===== src/rtl/multicycle_ctrl.sv =====
// Multi-cycle RV32I sequencer: steps FETCH/DECODE/EXEC/MEM/WB, times the datapath
// strobes and owns the shared request/ready memory port with a wait-cycle watchdog.
module multicycle_ctrl #(
   parameter int unsigned TIMEOUT = 255,
   parameter int unsigned CNT_W   = 32
) (
   input  logic             clk,
   input  logic             rst_n,
   input  logic             run,
   input  logic [6:0]       opcode,
   input  logic             branch_taken,
   input  logic             mem_ready,
   output logic             mem_req,
   output logic             mem_we,
   output logic             addr_sel,
   output logic             ir_we,
   output logic             pc_we,
   output logic [1:0]       pc_sel,
   output logic             reg_we,
   output logic [2:0]       state,
   output logic             fault,
   output logic [CNT_W-1:0] instret
);

   typedef enum logic [2:0] {
      ST_FETCH  = 3'd0,
      ST_DECODE = 3'd1,
      ST_EXEC   = 3'd2,
      ST_MEM    = 3'd3,
      ST_WB     = 3'd4,
      ST_FAULT  = 3'd7
   } state_t;

   localparam logic [6:0] OP_R      = 7'b0110011;
   localparam logic [6:0] OP_I      = 7'b0010011;
   localparam logic [6:0] OP_LOAD   = 7'b0000011;
   localparam logic [6:0] OP_STORE  = 7'b0100011;
   localparam logic [6:0] OP_BRANCH = 7'b1100011;
   localparam logic [6:0] OP_JAL    = 7'b1101111;
   localparam logic [6:0] OP_JALR   = 7'b1100111;
   localparam logic [6:0] OP_LUI    = 7'b0110111;
   localparam logic [6:0] OP_AUIPC  = 7'b0010111;

   localparam logic [1:0] PC_PLUS4 = 2'b00;
   localparam logic [1:0] PC_IMM   = 2'b01;
   localparam logic [1:0] PC_ALU   = 2'b10;

   state_t      cur_state;
   state_t      next_state;
   logic        req_active;
   logic        req_active_next;
   logic [31:0] wait_cnt;
   logic [31:0] wait_cnt_next;
   logic        retire;
   logic        is_legal;

   assign state    = cur_state;
   assign is_legal = opcode inside {OP_R, OP_I, OP_LOAD, OP_STORE, OP_BRANCH,
                                    OP_JAL, OP_JALR, OP_LUI, OP_AUIPC};

   // Next state and all strobes; the watchdog below may override next_state.
   always_comb begin
      next_state      = cur_state;
      req_active_next = req_active;
      wait_cnt_next   = wait_cnt;
      retire          = 1'b0;
      mem_req         = 1'b0;
      mem_we          = 1'b0;
      addr_sel        = 1'b0;
      ir_we           = 1'b0;
      pc_we           = 1'b0;
      pc_sel          = PC_PLUS4;
      reg_we          = 1'b0;

      case (cur_state)
         ST_FETCH: begin
            if (req_active || run) begin
               mem_req = 1'b1;
               if (mem_ready) begin
                  ir_we           = 1'b1;
                  req_active_next = 1'b0;
                  next_state      = ST_DECODE;
               end else begin
                  req_active_next = 1'b1;
               end
            end
         end
         ST_DECODE: next_state = is_legal ? ST_EXEC : ST_FAULT;
         ST_EXEC: begin
            case (opcode)
               OP_R, OP_I, OP_LUI, OP_AUIPC: next_state = ST_WB;
               OP_LOAD, OP_STORE:            next_state = ST_MEM;
               OP_BRANCH: begin
                  pc_we      = 1'b1;
                  pc_sel     = branch_taken ? PC_IMM : PC_PLUS4;
                  retire     = 1'b1;
                  next_state = ST_FETCH;
               end
               OP_JAL: begin
                  reg_we     = 1'b1;
                  pc_we      = 1'b1;
                  pc_sel     = PC_IMM;
                  retire     = 1'b1;
                  next_state = ST_FETCH;
               end
               OP_JALR: begin
                  reg_we     = 1'b1;
                  pc_we      = 1'b1;
                  pc_sel     = PC_ALU;
                  retire     = 1'b1;
                  next_state = ST_FETCH;
               end
               default: next_state = ST_FAULT;
            endcase
         end
         ST_MEM: begin
            mem_req  = 1'b1;
            addr_sel = 1'b1;
            mem_we   = (opcode == OP_STORE);
            if (mem_ready) begin
               if (opcode == OP_STORE) begin
                  pc_we      = 1'b1;
                  retire     = 1'b1;
                  next_state = ST_FETCH;
               end else begin
                  next_state = ST_WB;
               end
            end
         end
         ST_WB: begin
            reg_we     = 1'b1;
            pc_we      = 1'b1;
            retire     = 1'b1;
            next_state = ST_FETCH;
         end
         ST_FAULT: next_state = ST_FAULT;
         default:  next_state = ST_FAULT;
      endcase

      // A ready in the expiry cycle still completes; only a missing ready faults.
      if (mem_req) begin
         if (mem_ready) begin
            wait_cnt_next = '0;
         end else if ((TIMEOUT != 0) && (wait_cnt == TIMEOUT)) begin
            next_state      = ST_FAULT;
            req_active_next = 1'b0;
         end else begin
            wait_cnt_next = wait_cnt + 32'd1;
         end
      end
      if (next_state != cur_state) begin
         wait_cnt_next = '0;
      end
   end

   // State, handshake bookkeeping, sticky fault and retire counter.
   always_ff @(posedge clk or negedge rst_n) begin
      if (!rst_n) begin
         cur_state  <= ST_FETCH;
         req_active <= 1'b0;
         wait_cnt   <= '0;
         fault      <= 1'b0;
         instret    <= '0;
      end else begin
         cur_state  <= next_state;
         req_active <= req_active_next;
         wait_cnt   <= wait_cnt_next;
         if (next_state == ST_FAULT) begin
            fault <= 1'b1;
         end
         if (retire) begin
            instret <= instret + CNT_W'(1);
         end
      end
   end

endmodule


===== config.mk =====
export PLATFORM = sky130hd
export DESIGN_NAME = multicycle_ctrl
export DESIGN_NICKNAME = d
export VERILOG_FILES = /design/src/rtl/multicycle_ctrl.sv
export SDC_FILE = /design/constraint.sdc
export NUM_CORES = 1
export LEC_CHECK = 0
export ABC_CLOCK_PERIOD_IN_PS = 2400
export BUFFER_PORTS_ARGS = -buffer_cell sky130_fd_sc_hd__buf_2
export CORE_MARGIN = 2
export CORE_UTILIZATION = 25
export CTS_CLUSTER_DIAMETER = 80
export DETAILED_ROUTE_END_ITERATION = 7
export GPL_TIMING_DRIVEN = 0
export PLACE_DENSITY = 0.37
export SLEW_MARGIN = 20
export SYNTH_ARGS = -nofsm -noshare
export SYNTH_HDL_FRONTEND = slang
export SYNTH_SLANG_ARGS = --single-unit

===== constraint.sdc =====
create_clock -name clk -period 2.4 [get_ports clk]
set_clock_uncertainty 0.1 [all_clocks]
set_input_delay 0.12 -clock clk [delete_from_list [all_inputs] [get_ports clk]]
set_output_delay 0.12 -clock clk [all_outputs]
set_load 0.1 [all_outputs]

* Word-level counts from Yosys, hierarchy flattened
Cells that the tools add are included.
** Word-level totals
- Register bits after elaboration :: 69
- Input port bits :: 12
- Output and inout bits :: 44
- Logic and storage cells :: 69
** Operators by class
- $add $sub $neg :: 2
- Equality and inequality tests :: 17
- Mux-type cells :: 36
- Reduce and logical (&&, ||, !) cells :: 9
** Operator list (number)
- 32-bit 2-to-1 mux :: 4
- 32-bit by 1-bit adder with 32-bit output, second input constant :: 2
- 32-bit by 8-bit == test with 1-bit output, second input constant :: 1
- 3-bit 2-to-1 mux :: 8
- 7-bit by 6-bit == test with 1-bit output, second input constant :: 3
- 7-bit == test, second input constant :: 3
- 1-bit 2-to-1 mux :: 17
- 3-bit one-hot mux with 5 select lines :: 1
- 7-bit by 5-bit == test with 1-bit output, second input constant :: 2
- 3-bit one-hot mux with 3 select lines :: 1
- 9-bit nonzero test :: 1
- 7-bit by 2-bit == test with 1-bit output, second input constant :: 1
- 3-bit by 2-bit == test with 1-bit output, second input constant :: 2
- 3-bit == test, second input constant :: 2
- 2-bit one-hot mux with 3 select lines :: 1
- 1-bit one-hot mux with 2 select lines :: 2
- 2-bit OR reduction :: 2
- 4-bit OR reduction :: 1
- 3-bit by 1-bit == test with 1-bit output, second input constant :: 1
- 3-bit zero test :: 1
- 3-bit by 2-bit != test with 1-bit output, second input constant :: 1
- 3-bit != test :: 1
- 1-bit one-hot mux with 3 select lines :: 1
- 3-bit OR reduction :: 1
- other kinds (4) :: 4

* Longest topological paths before layout
- Depth in word-level cells :: 10
- Depth in mapped cells :: 8
- Gate-level depth less buffers :: 6

* Least setup slack after synthesis
No wires, ideal clock.
- Path kind :: flip-flop to flip-flop
- Start :: register cur_state[2] (netlist: state[2])
- End :: register cur_state[0] (netlist: state[0])
- Library setup time :: 0.084 ns
- Data arrival time :: 4.510 ns
- Required time :: 2.216 ns
- Setup slack :: -2.294 ns
- Stages on the path, launching flop included :: 6
- Path buffers :: 2
- Period minus slack after synthesis :: 4.694 ns
- Cells stage by stage :: dfrtp_1 clkbuf_1 clkbuf_1 nor4_1 a21oi_1 nand3_1
** Between the ends
- Longest elaborated chain between the ends :: 5
- Elaborated cells on any way between the ends :: 10
- Classes of those cells :: 4 x eq/ne; 5 x mux; 1 x reduce/logical
** RTL lines
- from (decl) :: RTL line 48 : state_t cur_state;
- from (signal assigned) :: RTL line 165 : cur_state <= next_state;
- 3-bit == test (tied with other cells) :: RTL line 75 : case (cur_state)
- 3-bit one-hot mux with 5 select lines :: RTL line 75
- 3-bit 2-to-1 mux :: RTL line 144 : end else if ((TIMEOUT != 0) && (wait_cnt == TIMEOUT)) begin
- 3-bit 2-to-1 mux :: RTL line 142 : if (mem_ready) begin
- 3-bit 2-to-1 mux (*) :: RTL line 141 : if (mem_req) begin
- net next_state[0] :: RTL line 49 : state_t next_state;
The timed path passes the listed nets; every way through them passes the cells marked *.
A chain may end at the register's enable or synchronous reset.

* Final worst setup path
- Start :: register cur_state[1] (netlist: state[1])
- End :: register wait_cnt[30]
** Between the ends
- Longest elaborated chain between the ends :: 9
- Elaborated cells on any way between the ends :: 18
- Classes of those cells :: 6 x eq/ne; 9 x mux; 3 x reduce/logical
** RTL lines
- 3-bit 2-to-1 mux :: RTL line 79 : if (mem_ready) begin
- 3-bit 2-to-1 mux :: RTL line 77 : if (req_active || run) begin
- 3-bit one-hot mux with 5 select lines :: RTL line 75
- 3-bit 2-to-1 mux :: RTL line 144
- 3-bit 2-to-1 mux :: RTL line 142
- 3-bit 2-to-1 mux :: RTL line 141
- 3-bit != test :: RTL line 151 : if (next_state != cur_state) begin
- 3-bit by 2-bit != test with 1-bit output (no line) or 2-bit nonzero test (tied branches)
- 2-bit AND reduction (no line)
- to (signal assigned) :: RTL line 167 : wait_cnt <= wait_cnt_next;
- to (decl) :: RTL line 52 : logic [31:0] wait_cnt;
Several ways; a longest one is shown, not always the timed one.

==> impl_metrics.ini <==
[detailed_routing]
wire_per_inst_um = 17.0
drtAntennaViolNets = 0
routed_via_density = 5.18
wl_um = 12300
drcViolationCount = 0
dr_total_vias = 3737
initialDrtViolationCount = 186
first_pass_iters = 4

[sta]
drv_slew = 0
period_minus_slack_ns = 2.35
slew_headroom_pct = 61.9
fmax_mhz = 426
hold_viol_final = 0
worst_pin_slew_ns = 0.572
fin_crit_sh_pct = 97.8
layout_setup_ws_ns = 0.0516
setup_viol = 0
grt_setup_unrepaired = yes

[floorplan]
die_h_um = 131
rows = 46
initial_core_util_pct = 25.5
dieArea_um2 = 17100
coreArea_um2 = 15800
die_x_um = 131
ios = 56

[synth]
synth_commonest_cells = dfrtp_1 (69), xnor2_1 (34), nand4_1 (33), nand2_1 (25), a22oi_1 (23)
synth_top_area_share_pct = 43.0
synth_nets = 438
yosys.area.top_type = dfrtp_1
synth_edf_count = 0
ys_ff_latch = 69
synthCells = 424
synth_cell_types = 60
synth_area_um2 = 4020
synth_ff_type = dfrtp_1
async_reset_ff_share_pct = 100
syn_avg_cell_area_um2 = 9.47
synth_warnings = 0
synthTopCellsByArea = dfrtp_1 (43%), xnor2_1 (7.4%), nand4_1 (5.1%)
seq_area_frac_synth_pct = 43.0
synth.most_common_cell = dfrtp_1

[global_route]
grt.overflow.total = 0
grt_util_all_layers_pct = 15.2
grt_max_degree = 36
grt_pass1_vias = 3684
grt_pass1_wl_um = 20100
antenna_found_initial = 0

[finish]
antenna_cells = 0
syn_to_final_growth_pct = 31.7
fin_util_pct = 33.5
final_area_um2 = 5290
fill_cells = 1693
drive_gt1_share_pct = 31.0
nets = 515

[setup_path]
path_class = reg2reg
start_kind = flop
crit_required_ns = 2.56
arrival_ns = 2.51
crit_path_end_kind = flop
path_max_fanout = 10

[outcome]
outcome = complete, no violations

[flow_run]
drv_cap = 0

[place]
placed_cell_area_um2 = 4720
gp_congestion = 0.756
portBuffers = 55
pre_cts_ws_ns = -0.363
dp_hpwl_um = 8690

[clock_network]
cts_inserted_buffers = 9
cts.clk_slew.worst_paths_ns = 0.06
clkSinkCount = 69
cts_buffer_depth = 2
htree_levels = 3
cts_tree = yes
clk_latency_ns = 0.34
root_buffer = clkbuf_16

[power]
power_leakage_uw = 0.00220
power_per_cell_area_nw_per_um2 = 812
ir_drop_uv = 762
design_power_total_uw = 4290

[hold_path]
hold_path.class = in2reg
[metal layers]
layer | routed length (um) | part of all wire (%) | track usage (%)
met5 | 0 | 0 | 0
met4 | 175 | 1.4 | 4.88
met3 | 614 | 5.0 | 3.34
met2 | 5440 | 44 | 22.3
met1 | 6080 | 49 | 22.2
[critical path, stage by stage (launching register included)]
cell	delay, ns
dfrtp_4	0.48
or2_4	0.26
o21a_4	0.22
or4_4	0.50
buf_6	0.16
or4_4	0.41
a22oi_2	0.12
[state kept, by name, summed over array words and instances (netlist names)]
signal,cells
fault,1
req_active,1
wait_cnt,32
instret,32
state,3
[worst paths after layout]
check / startpoint / depth (start not counted) / slack (ns) / end
max reg2reg: state[1] / 6 / 0.05 / wait_cnt[30]
min reg2reg: instret[31] / 1 / 0.37 / instret[31]
max in group asynchronous: rst_n / 3 / 1.43 / instret[9]
min in group asynchronous: rst_n / 2 / 0.19 / wait_cnt[4]
max: state[1] / 6 / 0.05 / wait_cnt[30]
min: mem_ready / 3 / 0.05 / wait_cnt[12]
[placed cells by master (no fill, tap or decap), types with 4 or more instances in the layout]
cell and n:
dfrtp_1 49, clkbuf_16 9, clkbuf_2 4, buf_4 17, clkbuf_1 9, o21ai_0 16, a21oi_1 11, nand3_1 22
o31ai_1 8, nor4_4 4, dfrtp_2 17, o2bb2a_1 4, a31oi_1 5, and2_1 14, nand4_1 33, nor3_4 4
inv_1 11, buf_6 4, nor3_1 4, nand2_1 22, or3_1 8, and3_1 16, buf_2 50, nor2_1 9
a22oi_1 23, and4_1 6, nor4_1 5, or4_4 4, clkbuf_4 5, or4_1 8, xnor2_1 34
[where the power goes]
part	leakage (uW)	internal (uW)	switching, uW
Combinational	0.00114	373	1090
Sequential	0.000914	1260	112
Clock	0.000149	911	547
[cell type report]
class / count / area (um^2) / area share (%)
clock buffers: 10 / 229 / 4.33
flip-flops and latches: 69 / 1760 / 33.3
clock inverters: 6 / 88.8 / 1.68
repair buffers: 67 / 410 / 7.76
plain buffers: 25 / 164 / 3.10
well taps: 216 / 270 / 5.11
inverters: 12 / 48.8 / 0.923
multi-input cells: 317 / 2320 / 43.8
[cell families after synthesis]
group,after synthesis,synth area share (%)
adder cells (fa/ha/maj),2,0.623
multiplexers,1,0.280
XOR/XNOR,35,7.63
buffers and inverters,38,4.08
AND/OR/NAND/NOR,192,29.4
AO/OA/AOI/OAI,87,15.0
flip-flops,69,43.0
[repair_timing]
item | in CTS | in global routing
pin swaps | 4 | 2
gates resized for setup | 25 | 27
setup buffers | 5 | 5
setup endpoints to repair | 60 | 55
hold buffers | 1 | 0
endpoints found under the hold margin | 34 | 0
[stage by stage]
step / hold WS, ns / setup TNS, ns / std cells
floorplan: -0.276 / -0.247 / 424
global placement: 0.362 / -14.01 / 695
detailed placement: 0.0219 / -14.57 / 696
CTS: 0.0436 / 0 / 717
global route: 0.0609 / -0.0356 / 722
finish: 0.0508 / 0 / 722
(Power assumes the default switching activity.)
